===== src/rtl/prim_bist_pkg.sv =====
// Shared types and constants for the LFSR/MISR BIST controller.
// Optional golden compare: define PRIM_BIST_GOLDEN_CMP_EN.
package prim_bist_pkg;

  typedef enum logic [1:0] {
    IDLE = 2'd0,
    RUN  = 2'd1,
    DONE = 2'd2
  } state_e;

  // x^8+x^6+x^5+x^4+1, taps at bits 7,5,4,3
  localparam logic [7:0] DEFAULT_TAPS = 8'b1011_1000;

  // replaces an all-zero seed, which would lock the LFSR
  localparam int LOCKUP_SEED = 1;

endpackage


===== src/rtl/prim_bist_step.sv =====
// One Fibonacci shift-left step with optional response injection.
// Feedback parity is a chain of 2-input xor primitives.
module prim_bist_step
  import prim_bist_pkg::*;
#(
  parameter int W = 8,
  parameter logic [W-1:0] TAPS = W'(DEFAULT_TAPS)
) (
  input  logic [W-1:0] x,
  input  logic [W-1:0] inject,
  output logic [W-1:0] y
);

  logic [W-1:0] masked;
  wire  [W-1:0] chain;

  assign masked = x & TAPS;
  assign chain[0] = masked[0];

  // running parity of the tapped bits, bit by bit
  for (genvar i = 1; i < W; i++) begin : g_par
    xor u_xor (chain[i], chain[i-1], masked[i]);
  end

  assign y = {x[W-2:0], chain[W-1]} ^ inject;

endmodule


===== src/rtl/prim_bist_ctrl.sv =====
// BIST controller: LFSR stimulus into the bank, MISR compaction of
// its response. Optional golden compare: PRIM_BIST_GOLDEN_CMP_EN.
module prim_bist_ctrl
  import prim_bist_pkg::*;
#(
  parameter int W = 8,
  parameter int CNT_W = 8,
  parameter logic [W-1:0] TAPS = W'(DEFAULT_TAPS)
) (
  input  logic             clk,
  input  logic             rst,
  input  logic             start_i,
  input  logic [W-1:0]     seed_i,
  input  logic [CNT_W-1:0] num_vec_i,
`ifdef PRIM_BIST_GOLDEN_CMP_EN
  input  logic [W-1:0]     golden_i,
  output logic             pass_o,
`endif
  output logic [W-1:0]     stim_o,
  output logic             stim_valid_o,
  input  logic [W-1:0]     resp_i,
  output logic             busy_o,
  output logic             done_o,
  output logic [W-1:0]     signature_o
);

  state_e           state;
  logic [W-1:0]     lfsr;
  logic [W-1:0]     misr;
  logic [W-1:0]     lfsr_nxt;
  logic [W-1:0]     misr_nxt;
  logic [CNT_W-1:0] cnt;
  logic [CNT_W-1:0] num_q;
  logic             last;

`ifdef PRIM_BIST_GOLDEN_CMP_EN
  logic [W-1:0]     golden_q;
  logic             pass_q;
  assign pass_o = pass_q;
`endif

  prim_bist_step #(
    .W    (W),
    .TAPS (TAPS)
  ) u_lfsr_step (
    .x      (lfsr),
    .inject ('0),
    .y      (lfsr_nxt)
  );

  prim_bist_step #(
    .W    (W),
    .TAPS (TAPS)
  ) u_misr_step (
    .x      (misr),
    .inject (resp_i),
    .y      (misr_nxt)
  );

  // compare before increment so cnt never wraps
  assign last = (cnt == num_q - CNT_W'(1));

  // sequencer: load on start, shift while running, hold when done
  always_ff @(posedge clk or posedge rst) begin
    if (rst) begin
      state <= IDLE;
      lfsr  <= '0;
      misr  <= '0;
      cnt   <= '0;
      num_q <= '0;
`ifdef PRIM_BIST_GOLDEN_CMP_EN
      golden_q <= '0;
      pass_q   <= 1'b0;
`endif
    end else begin
      unique case (state)
        IDLE, DONE: begin
          if (start_i) begin
            misr <= '0;
`ifdef PRIM_BIST_GOLDEN_CMP_EN
            golden_q <= golden_i;
            pass_q   <= 1'b0;
`endif
            if (num_vec_i == '0) begin
              state <= DONE;
`ifdef PRIM_BIST_GOLDEN_CMP_EN
              // empty run: final signature is zero
              pass_q <= (golden_i == '0);
`endif
            end else begin
              state <= RUN;
              lfsr  <= (seed_i == '0) ? W'(LOCKUP_SEED)
                                      : seed_i;
              cnt   <= '0;
              num_q <= num_vec_i;
            end
          end
        end
        RUN: begin
          lfsr <= lfsr_nxt;
          misr <= misr_nxt;
          cnt  <= cnt + CNT_W'(1);
          if (last) begin
            state <= DONE;
`ifdef PRIM_BIST_GOLDEN_CMP_EN
            pass_q <= (misr_nxt == golden_q);
`endif
          end
        end
        default: state <= IDLE;
      endcase
    end
  end

  assign busy_o       = (state == RUN);
  assign done_o       = (state == DONE);
  assign stim_valid_o = busy_o;
  assign stim_o       = busy_o ? lfsr : '0;
  assign signature_o  = misr;

endmodule


===== config.mk =====
export PLATFORM = sky130hd
export DESIGN_NAME = prim_bist_ctrl
export DESIGN_NICKNAME = d
export VERILOG_FILES = /design/src/rtl/prim_bist_pkg.sv /design/src/rtl/prim_bist_step.sv /design/src/rtl/prim_bist_ctrl.sv
export SDC_FILE = /design/constraint.sdc
export NUM_CORES = 1
export LEC_CHECK = 0
export BUFFER_PORTS_ARGS = -buffer_cell sky130_fd_sc_hd__buf_4
export CELL_PAD_IN_SITES_DETAIL_PLACEMENT = 0
export CELL_PAD_IN_SITES_GLOBAL_PLACEMENT = 2
export CORE_UTILIZATION = 29
export CTS_CLUSTER_SIZE = 28
export DETAILED_ROUTE_END_ITERATION = 10
export GPL_TIMING_DRIVEN = 0
export PLACE_DENSITY_LB_ADDON = 0.08
export SLEW_MARGIN = 20
export SYNTH_ARGS = -nofsm -noshare
export SYNTH_HDL_FRONTEND = slang
export SYNTH_SLANG_ARGS = --single-unit

===== constraint.sdc =====
create_clock -name clk -period 1.8 [get_ports clk]
set_input_delay 0.36 -clock clk [delete_from_list [all_inputs] [get_ports clk]]
set_output_delay 0.36 -clock clk [all_outputs]
set_load 0.05 [all_outputs]

==> results_dict.tcl, run 1 <==
set metrics [dict create \
    layout_common_cells "buf_4 (54), dfrtp_1 (32), o21ai_0 (19)" \
    p_switching_mw 2.60 \
    core-area_um2 6060 \
    worstSetupStartpointType "register" \
    start_util 0.309 \
    worstPathArrival_ns 2.10 \
    synth-seq-cells 34 \
    grt_max_degree 35 \
    overflow 0 \
    postSynthCellCount 185 \
    grt_pass1_vias 1678 \
    gp_congestion 0.729 \
    fillers 608 \
    critPathRequiredTime_ns 1.95 \
    crit_chain "inv_2 -> ha_4 -> o21bai_4 -> a2111oi_4 -> a311oi_2 -> a2111oi_2 -> buf_4 -> o21bai_1" \
    io_buffers 45 \
    fin_ws_ns -0.145 \
    power.density_nw_per_um2 2110 \
    dpl.cell_count 305 \
    via_per_inst 5.05 \
    nNetsFinal 275 \
    fin_util 0.426 \
    hp-class "in2async" \
    clkTransAtPathRegs_ns 0.07 \
    seq_area_frac_synth 0.455 \
    final_common_cell "buf_4" \
    cts_made_buffers 5 \
    drv_cap 0 \
    slowest_delay_ns 0.38 \
    synthArstFlopShare 1.00 \
    track_usage 0.157 \
    wl_per_cell_um 15.1 \
    finalCriticalPeriod_ns 1.94 \
    hold_viol_final 0 \
    ir_drop_mv 1.02 \
    sw_frac_of_total 0.478 \
    drtIter0Drc 71 \
    cp_num_cells 8 \
    synth_cell_type_count 40 \
    dp_hpwl_um 3360 \
    violations "setup timing" \
    wl_um 4840 \
    endpoint_kind "register" \
    fp.dieArea_um2 6770 \
    cp_num_buf_inv 2 \
    grt_pass1_wl_um 7900 \
    cts_root_buf "clkbuf_8" \
    final_cells 321 \
    dieWidth_um 82.3 \
    critPathKind "reg2reg" \
    syn2layout_area_growth_pct 38.1 \
    syn_nets 214 \
    fmax_mhz 514 \
    cts_sinks 34 \
    fin_skew_ns 0.00695 \
    n_antenna_cell 0 \
    seqPwrFrac 0.283 \
    dp_slack_ns -0.472 \
    clkPwrFrac 0.098 \
    drc 0 \
    antenna_left 0 \
    drt-pass1-iter-count 4 \
    ys_warn_count 0 \
    path_max_fanout 5 \
    final_max_slew_viol_count 0 \
    holdBufCountCts 0 \
    setup-violations-final 3 \
    combPwrFrac 0.620 \
    top_level_ports 46 \
    whs_ns 0.213 \
    min_period_over_period 1.08 \
    p_leak_nw 1.11 \
    synth_edf_count 0 \
    die_h_um 82.3 \
    cp_top_family "compound AO/OA/AOI/OAI gates" \
    fin_setup_tns_ns -0.284 \
    routed-via-count 1621 \
    clk_path_buf_depth 2 \
    cts_tree "yes" \
    status "complete, but fails checks" \
    rsz0062_at_grt "yes" \
    slowest_stage "a2111oi_2" \
    synth_area_per_cell_um2 10.1 \
    ys.flop_type "dfrtp_1" \
    worstMarginPinSlew_ns 0.743 \
    p_int_mw 2.84 \
    antenna_found_initial 0 \
    htree_levels 2 \
    clock_latency_ns 0.28 \
    relSlewSlack 0.504 \
    netlist_area_um2 1870 \
    worstRegToRegCells 8 \
    drive_gt1_frac 0.362 \
    rows 28 \
]
-- cell usage after synthesis, types with 3 or more instances --
cell type,count,share of area
dfrtp_1,34,0.45
o21ai_0,19,0.051
nand2_1,18,0.036
xnor2_1,17,0.080
and2_1,9,0.030
xor2_1,8,0.037
a221o_1,7,0.037
nor2_1,6,0.012
buf_2,5,0.013
inv_1,5,0.010
mux2_1,5,0.030
nand2b_1,4,0.013
nand4_1,4,0.013
clkbuf_1,3,0.0060
nand3_1,3,0.0080
nor2b_1,3,0.010
nor3_1,3,0.0080
nor4_1,3,0.010
-- power by group through the flow --
| stage | Sequential, mW | Clock (mW) | Combinational [mW] |
|---|---|---|---|
| after floorplan | 1.77 | 0 | 1.94 |
| after global placement | 1.54 | 0 | 2.92 |
| after detailed placement | 1.55 | 0 | 2.96 |
| after CTS | 1.53 | 0.554 | 3.26 |
| after global routing | 1.58 | 0.587 | 3.63 |
| final | 1.54 | 0.532 | 3.37 |
-- worst paths after layout --
kind	start	end	slack (ns)
max	num_q[1]$_DFFE_PP0P_	state[0]$_DFFE_PP0P_	-0.14
max in group asynchronous	rst	num_q[0]$_DFFE_PP0P_	1.07
min reg2reg	cnt[7]$_DFFE_PP0P_	cnt[7]$_DFFE_PP0P_	0.51
max reg2reg	num_q[1]$_DFFE_PP0P_	state[0]$_DFFE_PP0P_	-0.14
min	rst	num_q[1]$_DFFE_PP0P_	0.21
min in group clk	num_vec_i[2]	num_q[2]$_DFFE_PP0P_	0.31
-- through the flow --
stage / area (um^2) / power [mW]
final: 2580 / 5.44
after floorplan: 1870 / 3.71
after global routing: 2580 / 5.80
after detailed placement: 2310 / 4.51
after CTS: 2520 / 5.34
after global placement: 2310 / 4.47
-- logic make-up after synthesis --
| kind of cell | after synthesis | share of synthesized area |
|---|---|---|
| multiplexers | 7 | 0.0415 |
| buffers and inverters | 15 | 0.0395 |
| AND/OR/NAND/NOR | 58 | 0.167 |
| adder cells (fa/ha/maj) | 2 | 0.0134 |
| XOR/XNOR | 25 | 0.117 |
| flip-flops | 34 | 0.455 |
| AO/OA/AOI/OAI | 44 | 0.167 |
-- timing repair --
| action | in CTS | in global routing |
|---|---|---|
| gates resized for setup | 22 | 7 |
| setup endpoints to repair | 41 | 20 |
| cloned | 0 | 0 |
| setup buffers | 7 | 4 |
| pin swaps | 4 | 6 |
-- metal layers --
| metal | routed length, um | part of all wire | global-route usage | vias up |
|---|---|---|---|---|
| met5 | 0 | 0 | 0 | - |
| met4 | 106 | 0.022 | 0.0649 | 0 |
| met3 | 177 | 0.037 | 0.0374 | 11 |
| met2 | 2450 | 0.51 | 0.273 | 40 |
| met1 | 2110 | 0.43 | 0.184 | 795 |
| li1 | - | - | - | 775 |
-- area by class of cell --
class	instances	area, um^2	area share
well taps	75	93.8	0.0363
inverters	5	26.3	0.0102
repair buffers	56	448	0.173
clock buffers	5	68.8	0.0266
plain buffers	8	60.1	0.0232
multi-input cells	136	1020	0.396
clock inverters	2	10.0	0.00387
flip-flops and latches	34	853	0.330
-- registers in the layout, indices dropped and copies added (netlist names) --
signal / flops
cnt: 8
lfsr: 8
num_q: 8
signature_o: 8
state: 2
Power figures use the tool's default switching activity.
==> run 2: changes to the inputs <==
--- a/config.mk
+++ b/config.mk
@@ -5,7 +5,7 @@
 export SDC_FILE = /design/constraint.sdc
 export NUM_CORES = 1
 export LEC_CHECK = 0
-export BUFFER_PORTS_ARGS = -buffer_cell sky130_fd_sc_hd__buf_4
+export BUFFER_PORTS_ARGS = -buffer_cell sky130_fd_sc_hd__buf_2
 export CELL_PAD_IN_SITES_DETAIL_PLACEMENT = 0
 export CELL_PAD_IN_SITES_GLOBAL_PLACEMENT = 2
 export CORE_UTILIZATION = 29
==> results_dict.tcl, run 2 (same netlist as run 1, synthesis figures left out) <==
set metrics [dict create \
    status "complete, but fails checks" \
    violations "setup timing" \
    crit_chain "inv_2 -> ha_4 -> o21bai_4 -> a2111oi_4 -> a311oi_2 -> a2111oi_2 -> buf_4 -> o21bai_1" \
    cp_top_family "compound AO/OA/AOI/OAI gates" \
    drc 0 \
    setup-violations-final 3 \
    drt-pass1-iter-count 4 \
    finalInstanceArea_um2 2520 \
    cts_root_buf "clkbuf_8" \
    slowest_stage "dfrtp_2" \
    final_cells 320 \
    dp_slack_ns -0.453 \
    fin_setup_tns_ns -0.229 \
    htree_levels 2 \
    p_switching_mw 2.60 \
    final_common_cell "buf_2" \
    worstSetupStartpointType "register" \
    dp_hpwl_um 3380 \
    gp_congestion 0.729 \
    worstPathArrival_ns 2.05 \
    seqPwrFrac 0.276 \
    via_per_inst 4.87 \
    fin_skew_ns 0.00634 \
    rows 28 \
    rsz0062_at_grt "yes" \
    layout_common_cells "buf_2 (37), dfrtp_1 (33), o21ai_0 (19)" \
    drtIter0Drc 39 \
    wl_per_cell_um 14.9 \
    routed-via-count 1559 \
    start_util 0.309 \
    overflow 0 \
    wl_um 4760 \
    drv_cap 0 \
    slowest_delay_ns 0.37 \
    nNetsFinal 274 \
    clk_path_buf_depth 2 \
    min_period_over_period 1.05 \
    critPathRequiredTime_ns 1.95 \
    critPathKind "reg2reg" \
    fin_ws_ns -0.0975 \
    fmax_mhz 527 \
    syn2layout_area_growth_pct 34.6 \
    grt_pass1_vias 1616 \
    final_max_slew_viol_count 0 \
    antenna_left 0 \
    power.density_nw_per_um2 2200 \
    cts_tree "yes" \
    dpl.cell_count 305 \
    core-area_um2 6060 \
    dieWidth_um 82.3 \
    track_usage 0.160 \
    hp-class "in2async" \
    sw_frac_of_total 0.470 \
    endpoint_kind "register" \
    cts_made_buffers 5 \
    clkTransAtPathRegs_ns 0.07 \
    relSlewSlack 0.502 \
    grt_pass1_wl_um 7960 \
    p_leak_nw 1.09 \
    combPwrFrac 0.628 \
    hold_viol_final 0 \
    grt_max_degree 35 \
    finalCriticalPeriod_ns 1.90 \
    clock_latency_ns 0.28 \
    p_int_mw 2.93 \
    fp.dieArea_um2 6770 \
    holdBufCountCts 0 \
    die_h_um 82.3 \
    placed_area_um2 2190 \
    top_level_ports 46 \
    drive_gt1_frac 0.363 \
    n_antenna_cell 0 \
    cp_num_buf_inv 2 \
    clkPwrFrac 0.096 \
    ir_drop_mv 1.13 \
    worstMarginPinSlew_ns 0.745 \
    path_max_fanout 5 \
    antenna_found_initial 0 \
    io_buffers 45 \
    cts_sinks 34 \
]
run 2: metrics by stage:
| step | total power, mW | util | hold slack [ns] |
|---|---|---|---|
| after floorplan | 3.71 | - | 0.460 |
| after global placement | 4.30 | 0.362 | 0.483 |
| after detailed placement | 4.36 | 0.362 | 0.492 |
| after CTS | 5.27 | 0.399 | 0.240 |
| after global routing | 5.93 | 0.415 | 0.278 |
| final | 5.53 | 0.415 | 0.203 |
run 2: final timing paths:
check | start | end | slack (ns) | cells past startpoint
setup / recovery | num_q[0]$_DFFE_PP0P_ | state[0]$_DFFE_PP0P_ | -0.1 | 8
hold / removal | rst | num_q[2]$_DFFE_PP0P_ | 0.20 | 2
setup reg to reg | num_q[0]$_DFFE_PP0P_ | state[0]$_DFFE_PP0P_ | -0.1 | 8
hold reg to reg | state[0]$_DFFE_PP0P_ | state[1]$_DFFE_PP0P_ | 0.50 | 1
max in group asynchronous | rst | num_q[0]$_DFFE_PP0P_ | 1.08 | 2
min in group clk | num_vec_i[0] | num_q[0]$_DFFE_PP0P_ | 0.31 | 3
run 2: area by class of cell:
| class | instances | area (um^2) |
|---|---|---|
| fillers | 607 | 3540 |
| multi-input cells | 136 | 1030 |
| flip-flops and latches | 34 | 852 |
| repair buffers | 54 | 378 |
| well taps | 75 | 93.8 |
| clock buffers | 7 | 76.3 |
| plain buffers | 9 | 63.8 |
| inverters | 5 | 26.3 |
run 2: layer usage:
layer  track usage  vias to the layer above  wire [um]
met1         0.200                      745       2100
met5             0                        -          0
met2         0.273                       33       2440
met4        0.0579                        0         59
met3        0.0319                        5        158
li1              -                      776          -
run 2: repair_timing:
| item | 4_1_cts | 5_1_grt |
|---|---|---|
| endpoints found under the setup margin | 39 | 34 |
| pin swaps | 4 | 1 |
| buffers inserted | 6 | 3 |
| resized for setup | 33 | 22 |
run 2: power by group through the flow:
stage               clock (mW)  sequential, mW  combinational, mW
global placement             0            1.54               2.77
finish                   0.529            1.53               3.47
global route             0.584            1.58               3.76
floorplan                    0            1.77               1.94
detailed placement           0            1.55               2.80
CTS                      0.552            1.53               3.19
